`src/rtl/sd_card_fsm.sv`:
```
// Card-side SD bus responder: tracks card state, answers init and block read/write
// commands, and starts the response, data transmit and data receive engines.
module sd_card_fsm #(
  parameter logic [15:0] RCA       = 16'h5A5A,
  parameter int unsigned NBLOCKS   = 1024,
  parameter int unsigned PWRUP_CNT = 2
) (
  input  logic        iclk,
  input  logic        irst_n,
  input  logic        icmd_valid,
  input  logic [5:0]  icmd_index,
  input  logic [31:0] icmd_arg,
  input  logic        iresp_done,
  input  logic        idata_done,
  output logic        ostart_resp,
  output logic [1:0]  oresp_type,
  output logic [5:0]  oresp_index,
  output logic [31:0] oresp_arg,
  output logic        ostart_dtx,
  output logic        ostart_drx,
  output logic [22:0] oaddr,
  output logic        owide,
  output logic [3:0]  ostate
);

  typedef enum logic [3:0] {
    ST_IDLE  = 4'd0,
    ST_READY = 4'd1,
    ST_IDENT = 4'd2,
    ST_STBY  = 4'd3,
    ST_TRAN  = 4'd4,
    ST_DATA  = 4'd5,
    ST_RCV   = 4'd6,
    ST_INA   = 4'hF
  } state_t;

  localparam logic [1:0] RT_R1     = 2'd1;
  localparam logic [1:0] RT_R2     = 2'd2;
  localparam logic [1:0] RT_R3     = 2'd3;
  localparam logic [3:0] PWRUP_MAX = 4'(PWRUP_CNT);

  state_t      r_state, w_state_nxt;
  logic        r_busy, w_busy_nxt;
  logic        r_app, w_app_nxt;
  logic        r_illegal, w_ill_nxt;
  logic [3:0]  r_cnt, w_cnt_nxt;
  logic        r_pend_rd, w_pend_rd_nxt;
  logic        r_pend_wr, w_pend_wr_nxt;
  logic        r_wide, w_wide_nxt;
  logic [22:0] r_addr, w_addr_nxt;
  logic        r_start_resp, w_start_nxt;
  logic [1:0]  r_resp_type, w_rtype_nxt;
  logic [5:0]  r_resp_index, w_rindex_nxt;
  logic [31:0] r_resp_arg, w_rarg_nxt;
  logic        r_start_dtx, w_dtx_nxt;
  logic        r_start_drx, w_drx_nxt;

  logic        w_accept, w_rca_ok, w_acmd, w_oor, w_done;
  logic [3:0]  w_cnt_inc;
  logic        w_resp, w_is_r1, w_illegal, w_oor_bit, w_app_bit;
  logic [1:0]  w_rtype;
  logic [5:0]  w_rindex;
  logic [31:0] w_rarg;
  logic [31:0] w_r1_word;
  logic        w_unused_arg;

  assign w_accept  = icmd_valid && !r_busy &&
                     (r_state != ST_DATA) && (r_state != ST_RCV) && (r_state != ST_INA);
  assign w_rca_ok  = (icmd_arg[31:16] == RCA);
  assign w_acmd    = r_app && ((icmd_index == 6'd41) || (icmd_index == 6'd6));
  assign w_oor     = ({9'b0, icmd_arg[31:9]} >= NBLOCKS);
  assign w_cnt_inc = (r_cnt == PWRUP_MAX) ? r_cnt : r_cnt + 4'd1;
  assign w_done    = (w_cnt_inc == PWRUP_MAX);
  assign w_unused_arg = ^{icmd_arg[8:2], icmd_arg[0]};

  always_comb begin
    w_state_nxt   = r_state;
    w_busy_nxt    = r_busy;
    w_app_nxt     = r_app;
    w_ill_nxt     = r_illegal;
    w_cnt_nxt     = r_cnt;
    w_pend_rd_nxt = r_pend_rd;
    w_pend_wr_nxt = r_pend_wr;
    w_wide_nxt    = r_wide;
    w_addr_nxt    = r_addr;
    w_rtype_nxt   = r_resp_type;
    w_rindex_nxt  = r_resp_index;
    w_rarg_nxt    = r_resp_arg;
    w_start_nxt   = 1'b0;
    w_dtx_nxt     = 1'b0;
    w_drx_nxt     = 1'b0;
    w_resp        = 1'b0;
    w_is_r1       = 1'b0;
    w_illegal     = 1'b0;
    w_oor_bit     = 1'b0;
    w_app_bit     = 1'b0;
    w_rtype       = RT_R1;
    w_rindex      = icmd_index;
    w_rarg        = '0;

    // A data transfer only starts once the R1 for CMD17/CMD24 has left the card
    if (iresp_done) begin
      w_busy_nxt    = 1'b0;
      w_pend_rd_nxt = 1'b0;
      w_pend_wr_nxt = 1'b0;
      if (r_pend_rd) begin
        w_state_nxt = ST_DATA;
        w_dtx_nxt   = 1'b1;
      end
      if (r_pend_wr) begin
        w_state_nxt = ST_RCV;
        w_drx_nxt   = 1'b1;
      end
    end

    if (idata_done && ((r_state == ST_DATA) || (r_state == ST_RCV)))
      w_state_nxt = ST_TRAN;

    if (w_accept) begin
      w_app_nxt = 1'b0;
      if (icmd_index == 6'd0) begin
        w_state_nxt = ST_IDLE;
        w_wide_nxt  = 1'b0;
        w_cnt_nxt   = '0;
      end else if (w_acmd) begin
        w_app_bit = 1'b1;
        if (icmd_index == 6'd41) begin
          if (r_state != ST_IDLE) begin
            w_illegal = 1'b1;
          end else begin
            w_resp   = 1'b1;
            w_rtype  = RT_R3;
            w_rindex = 6'h3F;
            if (icmd_arg[21:20] == 2'b00) begin
              w_state_nxt = ST_INA;
            end else begin
              w_cnt_nxt = w_cnt_inc;
              w_rarg    = {w_done, 9'b0, 2'b11, 20'b0};
              if (w_done) w_state_nxt = ST_READY;
            end
          end
        end else if (r_state == ST_TRAN) begin
          w_wide_nxt = icmd_arg[1];
          w_resp     = 1'b1;
          w_is_r1    = 1'b1;
        end else begin
          w_illegal = 1'b1;
        end
      end else begin
        case (icmd_index)
          6'd55: begin
            if ((r_state == ST_IDLE) || ((r_state == ST_TRAN) && w_rca_ok)) begin
              w_resp    = 1'b1;
              w_is_r1   = 1'b1;
              w_app_bit = 1'b1;
              w_app_nxt = 1'b1;
            end else begin
              w_illegal = 1'b1;
            end
          end
          6'd2: begin
            if (r_state == ST_READY) begin
              w_resp      = 1'b1;
              w_rtype     = RT_R2;
              w_rindex    = 6'h3F;
              w_rarg      = {RCA, 16'h0};
              w_state_nxt = ST_IDENT;
            end else begin
              w_illegal = 1'b1;
            end
          end
          6'd3: begin
            if (r_state == ST_IDENT) begin
              w_resp      = 1'b1;
              w_rarg      = {RCA, 3'b0, r_state, 1'b1, 8'b0};
              w_state_nxt = ST_STBY;
            end else begin
              w_illegal = 1'b1;
            end
          end
          6'd7: begin
            // CMD7 addressed to another card is silently ignored while selected/selectable
            if (((r_state == ST_STBY) || (r_state == ST_TRAN)) && !w_rca_ok) begin
              w_illegal = 1'b0;
            end else if (r_state == ST_STBY) begin
              w_resp      = 1'b1;
              w_is_r1     = 1'b1;
              w_state_nxt = ST_TRAN;
            end else begin
              w_illegal = 1'b1;
            end
          end
          6'd17, 6'd24: begin
            if (r_state == ST_TRAN) begin
              w_addr_nxt = icmd_arg[31:9];
              w_resp     = 1'b1;
              w_is_r1    = 1'b1;
              w_oor_bit  = w_oor;
              if (!w_oor) begin
                w_pend_rd_nxt = (icmd_index == 6'd17);
                w_pend_wr_nxt = (icmd_index == 6'd24);
              end
            end else begin
              w_illegal = 1'b1;
            end
          end
          6'd15: begin
            if (((r_state == ST_STBY) || (r_state == ST_TRAN)) && w_rca_ok)
              w_state_nxt = ST_INA;
            else
              w_illegal = 1'b1;
          end
          default: w_illegal = 1'b1;
        endcase
      end
      if (w_illegal) w_ill_nxt = 1'b1;
    end

    w_r1_word = {w_oor_bit, 8'b0, r_illegal, 9'b0, r_state, 1'b1, 2'b0, w_app_bit, 5'b0};
    if (w_resp) begin
      w_start_nxt  = 1'b1;
      w_busy_nxt   = 1'b1;
      w_rtype_nxt  = w_rtype;
      w_rindex_nxt = w_rindex;
      w_rarg_nxt   = w_is_r1 ? w_r1_word : w_rarg;
      if (w_is_r1) w_ill_nxt = 1'b0;
    end
  end

  always_ff @(posedge iclk or negedge irst_n) begin
    if (!irst_n) begin
      r_state      <= ST_IDLE;
      r_busy       <= 1'b0;
      r_app        <= 1'b0;
      r_illegal    <= 1'b0;
      r_cnt        <= '0;
      r_pend_rd    <= 1'b0;
      r_pend_wr    <= 1'b0;
      r_wide       <= 1'b0;
      r_addr       <= '0;
      r_start_resp <= 1'b0;
      r_resp_type  <= '0;
      r_resp_index <= '0;
      r_resp_arg   <= '0;
      r_start_dtx  <= 1'b0;
      r_start_drx  <= 1'b0;
    end else begin
      r_state      <= w_state_nxt;
      r_busy       <= w_busy_nxt;
      r_app        <= w_app_nxt;
      r_illegal    <= w_ill_nxt;
      r_cnt        <= w_cnt_nxt;
      r_pend_rd    <= w_pend_rd_nxt;
      r_pend_wr    <= w_pend_wr_nxt;
      r_wide       <= w_wide_nxt;
      r_addr       <= w_addr_nxt;
      r_start_resp <= w_start_nxt;
      r_resp_type  <= w_rtype_nxt;
      r_resp_index <= w_rindex_nxt;
      r_resp_arg   <= w_rarg_nxt;
      r_start_dtx  <= w_dtx_nxt;
      r_start_drx  <= w_drx_nxt;
    end
  end

  assign ostart_resp = r_start_resp;
  assign oresp_type  = r_resp_type;
  assign oresp_index = r_resp_index;
  assign oresp_arg   = r_resp_arg;
  assign ostart_dtx  = r_start_dtx;
  assign ostart_drx  = r_start_drx;
  assign oaddr       = r_addr;
  assign owide       = r_wide;
  assign ostate      = r_state;

endmodule

```
`config.mk`:
```
export PLATFORM = sky130hd
export DESIGN_NAME = sd_card_fsm
export DESIGN_NICKNAME = d
export VERILOG_FILES = /design/src/rtl/sd_card_fsm.sv
export SDC_FILE = /design/constraint.sdc
export NUM_CORES = 1
export LEC_CHECK = 0
export ABC_AREA = 1
export CORE_ASPECT_RATIO = 0.6
export CORE_MARGIN = 2
export CORE_UTILIZATION = 42
export CTS_CLUSTER_SIZE = 12
export DETAILED_ROUTE_END_ITERATION = 10
export PLACE_DENSITY = 0.82
export SYNTH_ARGS = -nofsm -noshare
export SYNTH_HDL_FRONTEND = slang
export SYNTH_SLANG_ARGS = --single-unit
```
`constraint.sdc`:
```
create_clock -name iclk -period 1.5 [get_ports iclk]
set_input_delay 0.3 -clock iclk [delete_from_list [all_inputs] [get_ports iclk]]
set_output_delay 0.3 -clock iclk [all_outputs]
set_load 0.005 [all_outputs]
```
Word level (Yosys, flattened, before mapping) --
Index checks and enable logic that the tools add are counted.
Storage, ports and cells: register bits 80, output and inout port bits 71, logic and storage cells 187
Cells by class: add/sub/neg operators 1, $lt $le $gt $ge 1, equal/unequal tests 24, muxes and demuxes 117, bitwise gates (word level) 2, reductions and logical operators 27
Operators with widths (number):
- $mux 32 | 7
- $mux 4 | 22
- $mux 1 | 67
- $mux 31 | 2
- $pmux 31 s2 | 1
- $mux 6 | 7
- $ge 23x11->1 const B | 1
- $eq 16x15->1 const B | 1
- $eq 4x2->1 const B | 4
- $pmux 4 s4 | 1
- $mux 2 | 7
- $eq 4x3->1 const B | 3
- $eq 6x2->1 const B | 2
- $eq 6x3->1 const B | 2
- $eq 6x5->1 const B | 2
- $eq 6x6->1 const B | 2
- $reduce_and 5->1 | 2
- $logic_and 1x1->1 | 9
- $ne 4x3->1 const B | 2
- $reduce_bool 2->1 | 4
- $eq 6x4->1 const B | 1
- $logic_not 6->1 | 1
- $ne 2x2->1 const B | 3
- $pmux 1 s6 | 1
- other kinds (13) | 18

Depth between registers and ports, before layout --
depth in word-level cells 12, mapped depth 14, depth with buffers taken out 14

Least setup slack after synthesis --
Ideal clock, no wire load.
path type register to register, start register r_state[2] (netlist: ostate[2]), end register r_resp_type[0] (netlist: oresp_type[0]), library setup time 0.117 ns, data arrival time 1.587 ns, slack -0.203 ns, stages on the path, launching flop included 15, path buffers 2, period minus slack after synthesis 1.703 ns, cell sequence dfrtp_1 > buf_2 > inv_1 > nand2_1 > nor2_1 > inv_2 > nor2_8 > inv_2 > nand2_2 > nor2_2 > nor2_2 > nand2_4 > buf_8 > nand2_2 > nand2_1
On the way: cells in the longest elaborated chain, start to end 8, elaborated cells between the ends (all ways) 33, classes of those cells 7 x eq/ne; 17 x mux; 9 x reduce/logical
Ends and longest elaborated chain:
- start, declared | line 42 | state_t r_state, w_state_nxt;
- start signal, assigned | line 248 | r_state <= w_state_nxt;
- $eq 4x2->1 or $eq 4x3->1 (tied branches)
- $logic_or 1x1->1 or $logic_and 1x1->1 (tied branches) | line 183, 152
- $logic_and 1x1->1 or $logic_or 1x1->1 (tied branches) | line 183, 152
- $mux 1, on equally long branches | line 183, 152
- $pmux 1 s5 | line 150 | case (icmd_index)
- $mux 1 | line 125 | end else if (w_acmd) begin
- $mux 1 | line 121 | if (icmd_index == 6'd0) begin
- $mux 1 | line 119 | if (w_accept) begin
- end signal, assigned | line 258 | r_resp_type <= w_rtype_nxt;
- end, declared | line 52 | logic [1:0] r_resp_type, w_rtype_nxt;
Several ways; a longest one is shown, not always the timed one. A chain may end at the register's enable or synchronous reset.

Final worst setup path --
start register r_state[0] (netlist: ostate[0]), end register r_addr[14] (netlist: oaddr[14])
On the way: cells in the longest elaborated chain, start to end 5, elaborated cells between the ends (all ways) 8, classes of those cells 4 x eq/ne; 4 x reduce/logical
Ends and longest elaborated chain:
- $ne 4x3->1 | line 68 | (r_state != ST_DATA) && (r_state != ST_RCV) && (r_state != ST_INA);
- $logic_and 1x1->1 | line 67 | assign w_accept = icmd_valid && !r_busy &&
- $logic_and 1x1->1 (2 in a row) | line 68
- $reduce_and 5->1 (no source line) (*)
- end signal, assigned | line 256 | r_addr <= w_addr_nxt;
- end, declared | line 50 | logic [22:0] r_addr, w_addr_nxt;
Every way passes the cells marked *; elsewhere a longest branch is shown, timed or not.

==> impl_metrics.env <==
export IMPL_status="finished with violations"
export IMPL_violations="setup timing"
export IMPL_peakVddDrop_v=0.0006581
export IMPL_p_per_area_nw_per_um2=877.6
export IMPL_ys_async_sr_fraction_pct=100.0
export IMPL_ant_nets=0
export IMPL_hold_viol=0
export IMPL_regArea_um2=1483
export IMPL_grt_usage_pct=26.95
export IMPL_core_area_um2=8393
export IMPL_fmax_mhz=558.1
export IMPL_cp_cell_sequence="nor2_2 -> inv_2 -> nand3_2 -> nand2_2 -> nor2_4 -> nand2_4 -> inv_8 -> nand2_8 -> clkbuf_16 -> nand2_2 -> o21ai_1"
export IMPL_arrival_ns=2.01
export IMPL_grt_setup_unrepaired="yes"
export IMPL_fillCellCount=594
export IMPL_synth_area_per_cell_um2=7.160
export IMPL_max_cap_violations=0
export IMPL_die_w_um=123.3
export IMPL_grt_overflow_total=0
export IMPL_synth_area_um2=3587
export IMPL_routedWlPerCell_um=16.19
export IMPL_area_growth_pct=77.57
export IMPL_worst_skew_pair_late_latency_ns=0.34
export IMPL_worstPathRequired_ns=1.72
export IMPL_diodes=0
export IMPL_pin_count=114
export IMPL_drc=0
export IMPL_crit_type="flop to flop"
export IMPL_finalClockSkew_ns=0.004321
export IMPL_grt_pass1_wl_um=18970
export IMPL_vias_per_cell=5.103
export IMPL_cpPeakStageDelay_ns=0.44
export IMPL_cts_sinks=59
export IMPL_setup_viol=59
export IMPL_cp_max_fo=7
export IMPL_portBuffers=89
export IMPL_htreeDepth=3
export IMPL_cpMostUsedCell="nand2_2"
export IMPL_synth_edf_count=0
export IMPL_dp_final_hpwl_um=8722
export IMPL_leakage_nw=3.684
export IMPL_dpl_worst_slack_ns=-0.8091
export IMPL_fp_row_count=26
export IMPL_fin_crit_ns=1.792
export IMPL_instances_no_fill=824
export IMPL_cts_buffers=9
export IMPL_slew_viol_final=0
export IMPL_clockBufferDepth=2
export IMPL_slowest_stage="dfrtp_2"
export IMPL_dr_pass1_iters=5
export IMPL_drive_gt1_share_pct=41.57
export IMPL_cp_end_kind="flop"
export IMPL_yosysUniqueCellTypes=37
export IMPL_synth_yosys_seq_area_share_pct=41.16
export IMPL_synth_flop_cell="dfrtp_1"
export IMPL_fin_crit_sh_pct=119.5
export IMPL_dp_cells=764
export IMPL_fin_nets=753
export IMPL_cp_start_kind="flop"
export IMPL_fin_ws_ns=-0.2919
export IMPL_die_y_um=75.59
export IMPL_vias=4205
export IMPL_cts_tree="built"
export IMPL_clk_pin_slew_ns=0.05
export IMPL_grt_antenna_before_repair=0
export IMPL_first_iter_violations=299
export IMPL_synth_cells=501
export IMPL_multi_input_area_um2=2302
export IMPL_drt_total_wl_um=13340
export IMPL_hp_class="primary input to flop"
export IMPL_yosys_warnings=0
export IMPL_initial_core_util_pct=42.74
export IMPL_dieArea_um2=9320
export IMPL_ys_seq_elements=59
export IMPL_grt_max_degree=28
export IMPL_root_buffer="clkbuf_16"
export IMPL_gp_congestion=0.9751
export IMPL_grt_pass1_vias=3968
==> final cells by class <==
class | count | share of cell area (%)
Clock inverter | 3 | 0.2357
Inverter | 53 | 3.398
Clock buffer | 12 | 3.870
Timing Repair Buffer | 210 | 30.88
Tap cell | 112 | 2.200
Sequential cell | 59 | 23.28
Multi-Input combinational cell | 375 | 36.14
==> path summary, 6_finish.rpt <==
kind                                                 from                          to  slack [ns]  depth (start not counted)
worst max-delay path                  ostate[0]$_DFF_PN0_       oaddr[14]$_DFFE_PN0P_       -0.29                         11
worst min-delay path                         icmd_arg[18]        oaddr[9]$_DFFE_PN0P_        0.30                          3
worst max register to register        ostate[0]$_DFF_PN0_       oaddr[14]$_DFFE_PN0P_       -0.29                         11
worst min register to register  oresp_type[1]$_DFFE_PN0P_   oresp_type[1]$_DFFE_PN0P_        0.48                          2
max in group asynchronous                          irst_n   oresp_arg[30]$_DFFE_PN0P_        0.57                          3
min in group asynchronous                          irst_n  oresp_index[4]$_DFFE_PN0P_        0.42                          2
==> stage by stage <==
stage / hold WS [ns] / util (%) / setup TNS [ns] / area [um^2] / power [W]
after CTS: 0.4302 / 69.71 / -8.887 / 5851 / 0.005430
after detailed placement: 0.2505 / 60.96 / -41.53 / 5116 / 0.003321
after global placement: 0.2433 / 60.96 / -37.50 / 5116 / 0.003293
after global routing: 0.3164 / 75.89 / -17.62 / 6370 / 0.005840
final: 0.3007 / 75.89 / -14.22 / 6370 / 0.005590
after floorplan: 0.004409 / - / -4.505 / 3705 / 0.002582
==> state kept, by name (all words and copies together) (netlist names) <==
signal / count
ostart_drx: 1
r_busy: 1
ostart_resp: 1
ostart_dtx: 1
r_pend_wr: 1
owide: 1
oresp_type: 2
oaddr: 23
ostate: 4
r_cnt: 4
r_pend_rd: 1
oresp_arg: 11
r_illegal: 1
r_app: 1
oresp_index: 6
==> cells by family (layout without fill, tap and decap cells) <==
kind of cell / count (synthesis) / in the layout / share of synthesized area [%]
xor+xnor: 3 / 3 / 0.7326
flops: 59 / 59 / 41.16
compound gates: 47 / 47 / 7.080
other cells: 1 / 16 / 0.1045
simple gates: 306 / 307 / 38.51
buf+inv: 83 / 278 / 11.72
fa+ha+maj: 2 / 2 / 0.6975
==> report_power, final <==
part	switching (W)	internal (W)	total, W
registers	0.000114	0.00171	0.00182
clock network	0.000690	0.00114	0.00183
logic	0.000994	0.000942	0.00194
total	0.00180	0.00379	0.00559
==> repair_timing <==
action | 4_1_cts | 5_1_grt
buffers inserted | 27 | 14
pin swaps | 38 | 26
endpoints found under the hold margin | 12 | 0
gates resized for setup | 145 | 102
cloned | 1 | 4
hold buffers | 1 | 0
setup endpoints to repair | 90 | 80
==> layout by cell type (no fill, tap or decap), types with 2 or more instances in the layout <==
| master | synthesis | routed |
|---|---|---|
| a21oi_1 | 6 | 4 |
| a21oi_2 | 0 | 2 |
| buf_12 | 0 | 5 |
| buf_4 | 21 | 100 |
| buf_6 | 1 | 11 |
| clkbuf_1 | 1 | 2 |
| clkbuf_16 | 0 | 12 |
| clkdlybuf4s50_1 | 0 | 24 |
| clkinv_2 | 0 | 3 |
| conb_1 | 1 | 16 |
| dfrtp_1 | 59 | 54 |
| dfrtp_2 | 0 | 5 |
| dlygate4sd2_1 | 0 | 41 |
| dlymetal6s2s_1 | 0 | 23 |
| ha_1 | 2 | 2 |
| inv_1 | 44 | 35 |
| inv_2 | 7 | 13 |
| inv_4 | 2 | 4 |
| nand2_1 | 160 | 114 |
| nand2_2 | 22 | 49 |
| nand2_4 | 4 | 20 |
| nand2_8 | 0 | 4 |
| nand3_1 | 40 | 33 |
| nand3_2 | 0 | 5 |
| nand3_4 | 0 | 2 |
| nand4_1 | 5 | 5 |
| nor2_1 | 53 | 27 |
| nor2_2 | 8 | 17 |
| nor2_4 | 2 | 19 |
| nor3_1 | 4 | 3 |
| nor3_2 | 1 | 2 |
| o211ai_1 | 2 | 2 |
| o21ai_0 | 33 | 9 |
| o21ai_1 | 1 | 14 |
| o21ai_2 | 1 | 12 |
| o22ai_1 | 2 | 2 |
==> routing by layer <==
metal	routed length [um]	vias to the layer above	track usage, %	part of all wire [%]
met3	1062	18	8.608	8.0
met4	178	0	4.798	1.3
li1	-	1977	-	-
met1	5857	2028	36.62	44
met2	6241	182	43.22	47
met5	0	-	0	0
==> cell usage after synthesis (2+ instances only) <==
cell type,n,area share [%]
nand3_1,40,5.6
nand2_4,4,1.3
buf_2,5,0.70
o211ai_1,2,0.42
nand2_1,160,17
buf_4,21,4.4
nor2_2,8,1.4
dfrtp_1,59,41
nand2_2,22,3.8
o21ai_0,33,4.6
inv_1,44,4.6
nor3_1,4,0.56
xor2_1,2,0.49
ha_1,2,0.70
nor2_1,53,5.5
nor4_1,3,0.52
inv_4,2,0.35
a21oi_1,6,0.84
inv_2,7,0.73
nand4_1,5,0.87
o22ai_1,2,0.35
nor2_4,2,0.63
==> critical path: cells and delay by family, from the launching register on <==
kind / cells / cell delay, ns
buffers and inverters: 3 / 0.38
AOI/OAI and AO/OA: 1 / 0.06
and+or+nand+nor: 7 / 0.79
DFF: 1 / 0.44
Power figures use the tool's default switching activity.
